**config.mk**
```make
export PLATFORM = sky130hd
export DESIGN_NAME = hazard_scoreboard_flat
export DESIGN_NICKNAME = d
export VERILOG_FILES = /design/src/rtl/hazard_scoreboard_if.sv /design/src/rtl/hazard_scoreboard.sv /design/src/flat_wrapper.sv
export SDC_FILE = /design/constraint.sdc
export NUM_CORES = 1
export LEC_CHECK = 0
export ABC_AREA = 1
export CORE_ASPECT_RATIO = 0.6
export CORE_MARGIN = 4
export CORE_UTILIZATION = 35
export DETAILED_ROUTE_END_ITERATION = 8
export GPL_ROUTABILITY_DRIVEN = 1
export HOLD_SLACK_MARGIN = 0.03
export PLACE_DENSITY = 0.54
export SETUP_SLACK_MARGIN = 0.5
export SLEW_MARGIN = 20
export SYNTH_ARGS = -nofsm -noshare
export SYNTH_HDL_FRONTEND = slang
export SYNTH_SLANG_ARGS = --single-unit
```
**constraint.sdc**
```tcl
create_clock -name clk -period 7.35 [get_ports clk]
set_clock_uncertainty 0.15 [all_clocks]
set_input_delay 2.205 -clock clk [delete_from_list [all_inputs] [get_ports clk]]
set_output_delay 2.205 -clock clk [all_outputs]
set_load 0.02 [all_outputs]
```
**src/rtl/hazard_scoreboard_if.sv**
```systemverilog
// Decode/execute hazard bundle between pipeline control and the scoreboard.
// Latency: none, pure signal grouping.
// Backpressure: stall/flush outputs are the backpressure toward F/D/E.
interface hazard_scoreboard_if #(
    parameter int NREG = 16,
    parameter int RAW  = 4,
    parameter int NSRC = 3
);
    logic                issue_valid;
    logic                issue_wr;
    logic                issue_load;
    logic                issue_pcwr;
    logic [RAW-1:0]      issue_dst;
    logic [NSRC*RAW-1:0] src_addr;
    logic [NSRC-1:0]     src_used;
    logic                branch_taken_e;
    logic [RAW-1:0]      rd_e;
    logic [RAW-1:0]      rd_m;
    logic [RAW-1:0]      rd_w;
    logic                regwrite_m;
    logic                regwrite_w;
    logic [2*RAW-1:0]    src_e;
    logic                stall_f;
    logic                stall_d;
    logic                flush_d;
    logic                flush_e;
    logic [1:0]          fwd_a;
    logic [1:0]          fwd_b;
    logic [NREG-1:0]     busy;
    logic [15:0]         stall_cnt;

    // Pipeline side: drives decode/execute state, receives control.
    modport master (
        output issue_valid, issue_wr, issue_load, issue_pcwr, issue_dst,
        output src_addr, src_used, branch_taken_e, rd_e, rd_m, rd_w,
        output regwrite_m, regwrite_w, src_e,
        input  stall_f, stall_d, flush_d, flush_e, fwd_a, fwd_b, busy, stall_cnt
    );

    // Scoreboard side.
    modport slave (
        input  issue_valid, issue_wr, issue_load, issue_pcwr, issue_dst,
        input  src_addr, src_used, branch_taken_e, rd_e, rd_m, rd_w,
        input  regwrite_m, regwrite_w, src_e,
        output stall_f, stall_d, flush_d, flush_e, fwd_a, fwd_b, busy, stall_cnt
    );
endinterface

```
**src/rtl/hazard_scoreboard.sv**
```systemverilog
// Load-use / PC-write hazard scoreboard with E-stage forwarding selects.
// Latency: stall/flush/fwd combinational from inputs; busy and stall_cnt from registers.
// Backpressure: holds F/D while a load result or PC write is pending; branch flush wins over stall.
module hazard_scoreboard #(
    parameter int NREG   = 16,
    parameter int RAW    = 4,
    parameter int NSRC   = 3,
    parameter int LD_LAT = 2,
    parameter int PC_LAT = 3,
    parameter int PC_REG = 15
) (
    input  logic clk,
    input  logic reset,
    hazard_scoreboard_if.slave hz
);
    localparam int CNTW = 3;
    localparam logic [CNTW-1:0] LD_LAT_C = CNTW'(LD_LAT);
    localparam logic [CNTW-1:0] PC_LAT_C = CNTW'(PC_LAT);
    localparam logic [RAW-1:0]  PC_REG_C = RAW'(PC_REG);

    logic [CNTW-1:0] cnt [NREG];
    logic [CNTW-1:0] pc_cnt;
    logic [15:0]     stall_cnt_q;
    logic [NREG-1:0] busy_w;
    logic            ld_stall;
    logic            pc_pend;
    logic            accept;
    logic            ld_alloc;
    logic            pc_alloc;
    logic [RAW-1:0]  src_k;
    logic            unused_rd_e;

    // rd_e is not needed: in-flight loads are tracked by the busy counters.
    assign unused_rd_e = ^hz.rd_e;

    // A register is busy while its load-use counter is still running.
    always_comb begin
        busy_w = '0;
        for (int r = 0; r < NREG; r++) begin
            busy_w[r] = (cnt[r] != '0);
        end
    end

    // Load-use hazard: any used source that is busy; PC reads are never hazards.
    always_comb begin
        ld_stall = 1'b0;
        src_k    = '0;
        for (int k = 0; k < NSRC; k++) begin
            src_k = hz.src_addr[k*RAW +: RAW];
            if (hz.src_used[k] && (src_k != PC_REG_C) && busy_w[src_k]) begin
                ld_stall = 1'b1;
            end
        end
    end

    assign pc_pend  = (pc_cnt != '0);
    assign accept   = hz.issue_valid & ~ld_stall & ~pc_pend & ~hz.branch_taken_e;
    assign ld_alloc = accept & hz.issue_load & hz.issue_wr;
    assign pc_alloc = accept & (hz.issue_pcwr | (hz.issue_wr & (hz.issue_dst == PC_REG_C)));

    // Per-register load counters: reload on an accepted load, otherwise drain to zero.
    always_ff @(posedge clk or negedge reset) begin
        if (!reset) begin
            for (int r = 0; r < NREG; r++) begin
                cnt[r] <= '0;
            end
        end else begin
            for (int r = 0; r < NREG; r++) begin
                logic [CNTW-1:0] dec;
                dec = (cnt[r] != '0) ? cnt[r] - 1'b1 : '0;
                if (ld_alloc && (hz.issue_dst == RAW'(r))) begin
                    cnt[r] <= (dec > LD_LAT_C) ? dec : LD_LAT_C;
                end else begin
                    cnt[r] <= dec;
                end
            end
        end
    end

    // PC-write window: armed by an accepted PC write, killed by a taken branch.
    always_ff @(posedge clk or negedge reset) begin
        if (!reset) begin
            pc_cnt <= '0;
        end else if (pc_alloc) begin
            pc_cnt <= PC_LAT_C;
        end else if (hz.branch_taken_e) begin
            pc_cnt <= '0;
        end else if (pc_pend) begin
            pc_cnt <= pc_cnt - 1'b1;
        end
    end

    // Saturating count of cycles a valid D instruction spent load-use stalled.
    always_ff @(posedge clk or negedge reset) begin
        if (!reset) begin
            stall_cnt_q <= '0;
        end else if (ld_stall && hz.issue_valid && (stall_cnt_q != 16'hFFFF)) begin
            stall_cnt_q <= stall_cnt_q + 16'd1;
        end
    end

    // Forwarding select per E operand: M beats W, PC is never forwarded.
    always_comb begin
        logic [RAW-1:0] sa;
        logic [RAW-1:0] sb;
        sa = hz.src_e[RAW-1:0];
        sb = hz.src_e[2*RAW-1:RAW];
        hz.fwd_a = 2'b00;
        hz.fwd_b = 2'b00;
        if (sa != PC_REG_C) begin
            if (hz.regwrite_m && (hz.rd_m == sa))      hz.fwd_a = 2'b10;
            else if (hz.regwrite_w && (hz.rd_w == sa)) hz.fwd_a = 2'b01;
        end
        if (sb != PC_REG_C) begin
            if (hz.regwrite_m && (hz.rd_m == sb))      hz.fwd_b = 2'b10;
            else if (hz.regwrite_w && (hz.rd_w == sb)) hz.fwd_b = 2'b01;
        end
    end

    // A taken branch turns a load-use stall into a flush of D.
    assign hz.stall_f   = ld_stall | pc_pend;
    assign hz.stall_d   = ld_stall & ~hz.branch_taken_e;
    assign hz.flush_d   = pc_pend | hz.branch_taken_e;
    assign hz.flush_e   = ld_stall | hz.branch_taken_e;
    assign hz.busy      = busy_w;
    assign hz.stall_cnt = stall_cnt_q;
endmodule

```
**src/flat_wrapper.sv**
```systemverilog
// flat-port wrapper written by rule: the top's interface ports become plain ports
module hazard_scoreboard_flat 
#(
    parameter int NREG   = 16,
    parameter int RAW    = 4,
    parameter int NSRC   = 3,
    parameter int LD_LAT = 2,
    parameter int PC_LAT = 3,
    parameter int PC_REG = 15
)
  (clk, reset, hz_issue_valid, hz_issue_wr, hz_issue_load, hz_issue_pcwr, hz_issue_dst, hz_src_addr, hz_src_used, hz_branch_taken_e, hz_rd_e, hz_rd_m, hz_rd_w, hz_regwrite_m, hz_regwrite_w, hz_src_e, hz_stall_f, hz_stall_d, hz_flush_d, hz_flush_e, hz_fwd_a, hz_fwd_b, hz_busy, hz_stall_cnt);
  hazard_scoreboard_if #(.NREG(NREG), .RAW(RAW), .NSRC(NSRC)) hz_i ();
  input  logic clk;
  input  logic reset;
  input wire logic [$bits(hz_i.issue_valid)-1:0] hz_issue_valid;
  input wire logic [$bits(hz_i.issue_wr)-1:0] hz_issue_wr;
  input wire logic [$bits(hz_i.issue_load)-1:0] hz_issue_load;
  input wire logic [$bits(hz_i.issue_pcwr)-1:0] hz_issue_pcwr;
  input wire logic [$bits(hz_i.issue_dst)-1:0] hz_issue_dst;
  input wire logic [$bits(hz_i.src_addr)-1:0] hz_src_addr;
  input wire logic [$bits(hz_i.src_used)-1:0] hz_src_used;
  input wire logic [$bits(hz_i.branch_taken_e)-1:0] hz_branch_taken_e;
  input wire logic [$bits(hz_i.rd_e)-1:0] hz_rd_e;
  input wire logic [$bits(hz_i.rd_m)-1:0] hz_rd_m;
  input wire logic [$bits(hz_i.rd_w)-1:0] hz_rd_w;
  input wire logic [$bits(hz_i.regwrite_m)-1:0] hz_regwrite_m;
  input wire logic [$bits(hz_i.regwrite_w)-1:0] hz_regwrite_w;
  input wire logic [$bits(hz_i.src_e)-1:0] hz_src_e;
  output wire logic [$bits(hz_i.stall_f)-1:0] hz_stall_f;
  output wire logic [$bits(hz_i.stall_d)-1:0] hz_stall_d;
  output wire logic [$bits(hz_i.flush_d)-1:0] hz_flush_d;
  output wire logic [$bits(hz_i.flush_e)-1:0] hz_flush_e;
  output wire logic [$bits(hz_i.fwd_a)-1:0] hz_fwd_a;
  output wire logic [$bits(hz_i.fwd_b)-1:0] hz_fwd_b;
  output wire logic [$bits(hz_i.busy)-1:0] hz_busy;
  output wire logic [$bits(hz_i.stall_cnt)-1:0] hz_stall_cnt;
  assign hz_i.issue_valid = hz_issue_valid;
  assign hz_i.issue_wr = hz_issue_wr;
  assign hz_i.issue_load = hz_issue_load;
  assign hz_i.issue_pcwr = hz_issue_pcwr;
  assign hz_i.issue_dst = hz_issue_dst;
  assign hz_i.src_addr = hz_src_addr;
  assign hz_i.src_used = hz_src_used;
  assign hz_i.branch_taken_e = hz_branch_taken_e;
  assign hz_i.rd_e = hz_rd_e;
  assign hz_i.rd_m = hz_rd_m;
  assign hz_i.rd_w = hz_rd_w;
  assign hz_i.regwrite_m = hz_regwrite_m;
  assign hz_i.regwrite_w = hz_regwrite_w;
  assign hz_i.src_e = hz_src_e;
  assign hz_stall_f = hz_i.stall_f;
  assign hz_stall_d = hz_i.stall_d;
  assign hz_flush_d = hz_i.flush_d;
  assign hz_flush_e = hz_i.flush_e;
  assign hz_fwd_a = hz_i.fwd_a;
  assign hz_fwd_b = hz_i.fwd_b;
  assign hz_busy = hz_i.busy;
  assign hz_stall_cnt = hz_i.stall_cnt;
  hazard_scoreboard #(.NREG(NREG), .RAW(RAW), .NSRC(NSRC), .LD_LAT(LD_LAT), .PC_LAT(PC_LAT), .PC_REG(PC_REG)) u_core (.clk(clk), .reset(reset), .hz(hz_i));
endmodule
```
==> results of run 1 <==
## per-stage QoR
step / worst slack (ns) / hold slack, ns / power, mW / instances
floorplan: 1.67 / 0.309 / 0.615 / 597
global placement: 0.550 / 0.322 / 0.753 / 836
detailed placement: 0.544 / 0.329 / 0.755 / 836
CTS: 0.540 / 0.343 / 1.23 / 852
global route: 0.557 / 0.360 / 1.29 / 853
finish: 0.690 / 0.348 / 1.22 / 853
## logic make-up (layout without fill, tap and decap cells)
logic type      Yosys count  in the layout  synth area share (%)
buf+inv                  96            192                  9.15
simple gates            376            376                  40.8
compound gates           38             38                  5.47
fa+ha+maj                 3              3                 0.897
xor+xnor                 17             17                  3.56
flops                    67             67                  40.1
## area by class of cell
class	instances	area, sq um	share of cell area (%)
multi-input combinational	434	2120	38.4
sequential	67	1680	30.3
timing repair buffer	86	863	15.6
inverter	90	338	6.11
clock buffer	9	225	4.08
tap	160	200	3.62
clock inverter	7	100	1.81
## registers in the layout, summed over array words and instances, names as in the netlist
name and flops:
u_core.pc_cnt 3, u_core.cnt 48, u_core.hz.stall_cnt 16
## synth_stat cells (all sizes together), types with 2 or more instances
| cell type | count |
|---|---|
| nand2 | 176 |
| nand3 | 90 |
| inv | 89 |
| nor2 | 76 |
| dfrtp | 67 |
| nor3 | 20 |
| a21oi | 17 |
| xor2 | 11 |
| o22ai | 7 |
| nand4 | 6 |
| xnor2 | 6 |
| buf | 5 |
| o21ai | 4 |
| a2111oi | 3 |
| ha | 3 |
| nor4 | 3 |
| a31oi | 2 |
| and2 | 2 |
| o2111ai | 2 |
## where the power goes
part / leakage, nW / internal, mW / switching (mW) / total, mW
sequential: 0.926 / 0.397 / 0.0311 / 0.428
combinational: 1.73 / 0.129 / 0.193 / 0.322
clock: 0.160 / 0.299 / 0.168 / 0.467
## worst min-delay path, cell delays in order (launching register included)
cell and delay (ns):
dfrtp_1 0.35, a21oi_1 0.06, nand2_1 0.06
## final timing paths
kind	end	cells past startpoint	start	slack, ns
min in group asynchronous	u_core.cnt[22]	2	reset	1.91
min	u_core.cnt[28]	2	u_core.cnt[28]	0.35
max	hz_fwd_a[0]	6	hz_rd_w[2]	0.69
max in group asynchronous	u_core.cnt[5]	2	reset	4.53
min reg2reg	u_core.cnt[28]	2	u_core.cnt[28]	0.35
max reg2reg	u_core.hz.stall_cnt[7]	9	u_core.hz.stall_cnt[0]	4.75
## per-layer routing
layer	GRT usage [%]	part of all wire [%]	vias up
met5	0	0	-
met3	4.25	6.5	11
li1	-	-	2105
met1	31.4	55	1944
met4	3.20	0.65	0
met2	24.3	38	128
## what timing repair did
action,4_1_cts,5_1_grt
hold buffers,0,0
buffers inserted,0,1
gates resized for setup,0,6
setup endpoints to repair,0,3
## cells in the final DEF (no fill, tap or decap), drive strengths merged, types with 4 or more instances in the layout
cell / instances
nand3: 90
clkbuf: 9
dfrtp: 67
clkdlybuf4s50: 76
dlymetal6s2s: 6
inv: 90
nand4: 6
o22ai: 7
xor2: 11
nor3: 20
clkinv: 5
a21oi: 17
xnor2: 6
buf: 4
nor2: 76
nand2: 176
o21ai: 4
==> summary.md, run 1 <==
| Metric | Value |
|---|---|
| Status | finished, final reports clean |
| TritonCTS clock tree | yes |
| Worst slew margin | 40.8% |
| Post-layout nets | 739 |
| Residual DRC | 0 |
| Final core occ | 48.1% |
| Worst endpoint data arrival time | 4.31 ns |
| Synth top area share | 40.1% |
| Setup TNS | 0 ns |
| Clock transition at path regs | 0.06 ns |
| Vias in the first global route | 3895 |
| Slew Limit Fails | 0 |
| IO buf count | 83 |
| Post-synthesis sequential area ratio | 40.1% |
| Post-Synthesis Net Count | 648 |
| Initial antenna violation count | 0 |
| Max IR drop VDD | 0.000111 V |
| # clock sinks | 67 |
| Initial Utilization | 36.4% |
| H-tree levels | 3 |
| Critical path class | input pin to output pin |
| DR WL/cell | 14.9 um |
| Iter 0 DRT Violations | 385 |
| ANT cells | 0 |
| Mapped Avg Cell Area | 7.01 sq um |
| Drt pass-1 iters | 5 |
| Startpoint Class | input pin |
| GRT overflow | 0 |
| Area after DPL | 5180 sq um |
| Row cnt | 30 |
| Most used cell, CP | clkdlybuf4s50_1 |
| Vias | 4188 |
| Post-synthesis async set-or-reset flop share | 100% |
| Most used DFF post-synth | dfrtp_1 |
| CP max stage delay | 0.62 ns |
| Synth Instances | 597 |
| Post-synth EDFFs | 0 |
| Total GRT Usage | 18.9% |
| P&R area growth vs syn | 32.1% |
| YS warnings | 0 |
| Design Area, Final | 5530 sq um |
| Leakage | 2.82 nW |
| Bufs on Longest Clock Path | 2 |
| Mapped cell area | 4180 sq um |
| Maxcap violations | 0 |
| Die Wd | 149 um |
| Num CTS Buffers | 9 |
| FMAX | 150 MHz |
| Synth cell types | 37 |
| CP Max Fanout | 2 |
| Core Box Area | 11500 sq um |
| Final min period | 6.66 ns |
| Top post-synthesis cells by area | dfrtp_1 (40%), nand2_1 (15%), nand3_1 (10%) |
| Crit-path cells | clkdlybuf4s50_1 > xor2_1 > a2111oi_0 > o2111ai_1 > nor2_1 > clkdlybuf4s50_1 |
| FF+latch count, synth | 67 |
| Final antenna-violating net count | 0 |
| Crit end category | output pin |
| Layout cells sized above 1 | 7.50% |
| Largest net degree at the start of global routing | 68 |
| Top delay family on crit path | buffers and inverters |
| First-pass GRT wire length | 20.5 mm |
| Dpl hpwl | 9.86 mm |
| Endpoints failing setup | 0 |
| RSZ-0062 raised after global routing | false |
| Io pins | 88 |
| Die area | 13800 sq um |
| Final period utilization | 90.6% |
| Slowest CP cell | clkdlybuf4s50_1 |
| Chip Height | 92.7 um |
| Layout fillers | 1148 |
| Post-synth top area cell | dfrtp_1 |
| Worst-Margin Slew | 0.888 ns |
| CP required | 4.99 ns |
| Power per Cell Area | 220 nW/um^2 |
| Clock root buffer master | clkbuf_16 |
| Final Hold Viols | 0 |
| GP Congestion | 0.901 |
| CP Buf/Inv Count | 2 |
| Drt via density | 4.91 |
| Clock latency at the later pin of the worst-skew pair | 0.33 ns |
| Worst hold path type | flop to flop |
| Routed Wire Length | 12.7 mm |
Note: power is estimated with default switching activity, not from simulation.
==> inputs of run 2 (changes only) <==
CAP_MARGIN = 20   (was not set)
==> results of run 2 <==
No change in the layout: final DEF, timing and power equal those of run 1.
==> inputs of run 3 (changes only) <==
ABC_AREA = not set   (was 1)
PLACE_DENSITY = 0.55   (was 0.54)
==> summary.md, run 3 <==
| Metric | Value |
|---|---|
| Status | finished, final reports clean |
| Top post-synthesis cells by area | dfrtp_1 (43%), xor2_1 (5.3%), nor3b_1 (3.8%) |
| DRT met1 WL | 5.74 mm (-18%) |
| IO buf count | 83 (unchanged) |
| Reg area | 1680 sq um (unchanged) |
| Max IR drop VDD | 0.0000990 V (-11%) |
| Worst slew margin | 26.5% (-14 points) |
| Synth cell types | 55 (+49%) |
| Mapped Avg Cell Area | 9.63 sq um (+37%) |
| Final setup margin | 0.601 ns (-0.0887 ns) |
| Largest net degree at the start of global routing | 68 (unchanged) |
| Hold buffers post-CTS | 0 (unchanged) |
| Layout cells sized above 1 | 10.2% (+2.7 points) |
| Met3 Wirelength | 534 um (-35%) |
| Iter 0 DRT Violations | 286 (-26%) |
| Setup TNS | 0 ns (unchanged) |
| Residual DRC | 0 (unchanged) |
| Startpoint Class | input pin |
| Post-synth top area cell | dfrtp_1 |
| Vias in the first global route | 3235 (-17%) |
| Worst hold path type | flop to flop |
| Commonest non-fill, non-tap cell in the layout | clkdlybuf4s50_1 |
| P&R area growth vs syn | 31.9% |
| H-tree levels | 3 (unchanged) |
| Layout fillers | 995 (-13%) |
| Worst endpoint data arrival time | 4.39 ns (+0.08 ns) |
| Mapped cell area | 3940 sq um (-5.8%) |
| Final antenna-violating net count | 0 (unchanged) |
| Final Hold Viols | 0 (unchanged) |
| Top Metal Used | met4 |
| Synth top area share | 42.6% (+2.5 points) |
| Footprint of the multi-input gates | 2140 sq um (+1.0%) |
| Bufs on Longest Clock Path | 2 (unchanged) |
| CP Max Fanout | 13 (+11) |
| YS warnings | 0 (unchanged) |
| Largest register FFs | 48 (unchanged) |
| Synth Instances | 409 (-31%) |
| CP max stage delay | 0.51 ns (-0.11 ns) |
| Overall Power | 1.05 mW (-14%) |
| Maxcap violations | 0 (unchanged) |
| Post-layout nets | 548 (-26%) |
| Chip Height | 90.2 um (-2.7%) |
| Worst-Margin Slew | 1.09 ns (+0.206 ns) |
| Core Box Area | 10800 sq um (-6.2%) |
| DR WL/cell | 16.6 um (+11%) |
| Clock transition at path regs | 0.05 ns (about the same) |
| CP Buf/Inv Count | 2 (unchanged) |
| Power per Cell Area | 202 nW/um^2 (-8.1%) |
| First-pass GRT wire length | 17.6 mm (-14%) |
| Final min period | 6.75 ns (+0.0887 ns) |
| FF+latch count, synth | 67 (unchanged) |
| FMAX | 148 MHz (-1.3%) |
| GP Congestion | 0.802 (-11%) |
| Io pins | 88 (unchanged) |
| Vias | 3412 (-19%) |
| Post-synth EDFFs | 0 (unchanged) |
| Metal2 WL | 4.24 mm (-11%) |
| Crit-path cells | dlygate4sd2_1 > mux2_2 > a31oi_1 > a32oi_2 > nor4_4 > nand2_1 > dlygate4sd2_1 |
| Endpoints failing setup | 0 (unchanged) |
| Slew Limit Fails | 0 (unchanged) |
| Top delay family on crit path | buffers and inverters |
| Most used DFF post-synth | dfrtp_1 |
| Final period utilization | 91.8% (+1.2 points) |
| Count leader, synth | dfrtp_1 |
| Post-synthesis sequential area ratio | 42.6% (+2.5 points) |
| Die area | 13100 sq um (-5.4%) |
| Most used cell, CP | dlygate4sd2_1 |
| TritonCTS clock tree | yes |
| CTS resizes | 10 (+10) |
| Routed Wire Length | 10.6 mm (-16%) |
| RSZ-0062 raised after global routing | false |
| Post-synthesis async set-or-reset flop share | 100% (unchanged) |
| Leakage | 2.29 nW (-19%) |
| Most frequent cells in the layout | clkdlybuf4s50_1 (77), dfrtp_1 (67), nor2_1 (32) |
| Setup WS pre-CTS | 0.186 ns (-0.357 ns) |
| Drt via density | 5.34 (+8.8%) |
| Setup Buffers After CTS | 0 (unchanged) |
| Clock latency at the later pin of the worst-skew pair | 0.32 ns (about the same) |
| Initial Utilization | 36.6% (+0.14 points) |
| Initial antenna violation count | 0 (unchanged) |
| Die Wd | 145 um (-2.8%) |
| Synth top cells by count | dfrtp_1 (67), nor2_1 (32), nor3_1 (25), xor2_1 (24), inv_1 (22) |
| Drt pass-1 iters | 5 (unchanged) |
| Row cnt | 29 (-3.3%) |
| # clock sinks | 67 (unchanged) |
| Post-Synthesis Net Count | 460 (-29%) |
| Num CTS Buffers | 9 (unchanged) |
| Total GRT Usage | 16.7% (-2.2 points) |
| Clock root buffer master | clkbuf_16 |
| ANT cells | 0 (unchanged) |
| Critical path class | input pin to output pin |
| Top reg by flops | u_core.cnt |
| GRT overflow | 0 (unchanged) |
| Crit end category | output pin |
| Slowest CP cell | dlygate4sd2_1 |
| Dpl hpwl | 8.02 mm (-19%) |
| CP required | 4.99 ns (about the same) |
## run 3: cell count changes in the layout (fill, tap and decap cells not counted), moves of 9 or more
cell | before | now
nand2_1 | 170 | 18
o31ai_2 | 0 | 11
a211oi_1 | 1 | 10
nor3b_1 | 1 | 20
o21a_1 | 0 | 15
nand3_1 | 86 | 15
inv_1 | 85 | 22
nor2_2 | 11 | 0
xor2_1 | 11 | 24
nor2_1 | 59 | 32
## run 3: cell families (layout without fill, tap and decap cells)
| logic type | Yosys count | after routing | share of synthesized area (%) |
|---|---|---|---|
| buffers and inverters | 35 | 126 | 3.75 |
| AND/OR/NAND/NOR | 163 | 163 | 23.5 |
| XOR/XNOR | 29 | 29 | 6.45 |
| flip-flops | 67 | 67 | 42.6 |
| multiplexers | 9 | 9 | 2.41 |
| AO/OA/AOI/OAI | 103 | 103 | 20.4 |
| adder cells (fa/ha/maj) | 3 | 3 | 0.953 |
## run 3: path summary, 6_finish.rpt
kind                                   startpoint                endpoint  slack (ns)  depth (start not counted)
min                        u_core.hz.stall_cnt[4]  u_core.hz.stall_cnt[4]        0.35                          1
min reg2reg                u_core.hz.stall_cnt[4]  u_core.hz.stall_cnt[4]        0.35                          1
min in group asynchronous                   reset           u_core.cnt[1]        1.93                          2
max reg2reg                        u_core.cnt[14]           u_core.cnt[3]        3.80                          8
max                                hz_src_addr[9]              hz_stall_f        0.60                          7
max in group asynchronous                   reset  u_core.hz.stall_cnt[2]        4.54                          2
## run 3: metal layers
| layer | up-vias | GRT usage, % |
|---|---|---|
| met5 | - | 0 |
| met4 | 0 | 3.16 |
| met3 | 11 | 4.92 |
| met2 | 86 | 22.5 |
| met1 | 1619 | 26.0 |
| li1 | 1696 | - |
## run 3: report_power, final
part	switching, mW	internal (mW)	total, mW
logic	0.141	0.119	0.260
registers	0.0317	0.396	0.428
clock network	0.143	0.222	0.365
total	0.316	0.736	1.05
## run 3: through the flow
step	hold slack, ns	area (sq um)	cells	util (%)
2_1_floorplan	0.317	3940	409	-
3_3_place_gp	0.335	4930	625	45.7
3_5_place_dp	0.344	4930	625	45.7
4_1_cts	0.352	5200	639	48.2
5_1_grt	0.369	5200	639	48.2
6_report	0.345	5200	639	48.2
## run 3: area by class of cell
| class | instances | share of cell area, % |
|---|---|---|
| tap | 139 | 3.35 |
| clock inverter | 4 | 0.385 |
| multi-input combinational | 307 | 41.3 |
| clock buffer | 10 | 4.40 |
| sequential | 67 | 32.3 |
| inverter | 22 | 1.59 |
| timing repair buffer | 90 | 16.8 |
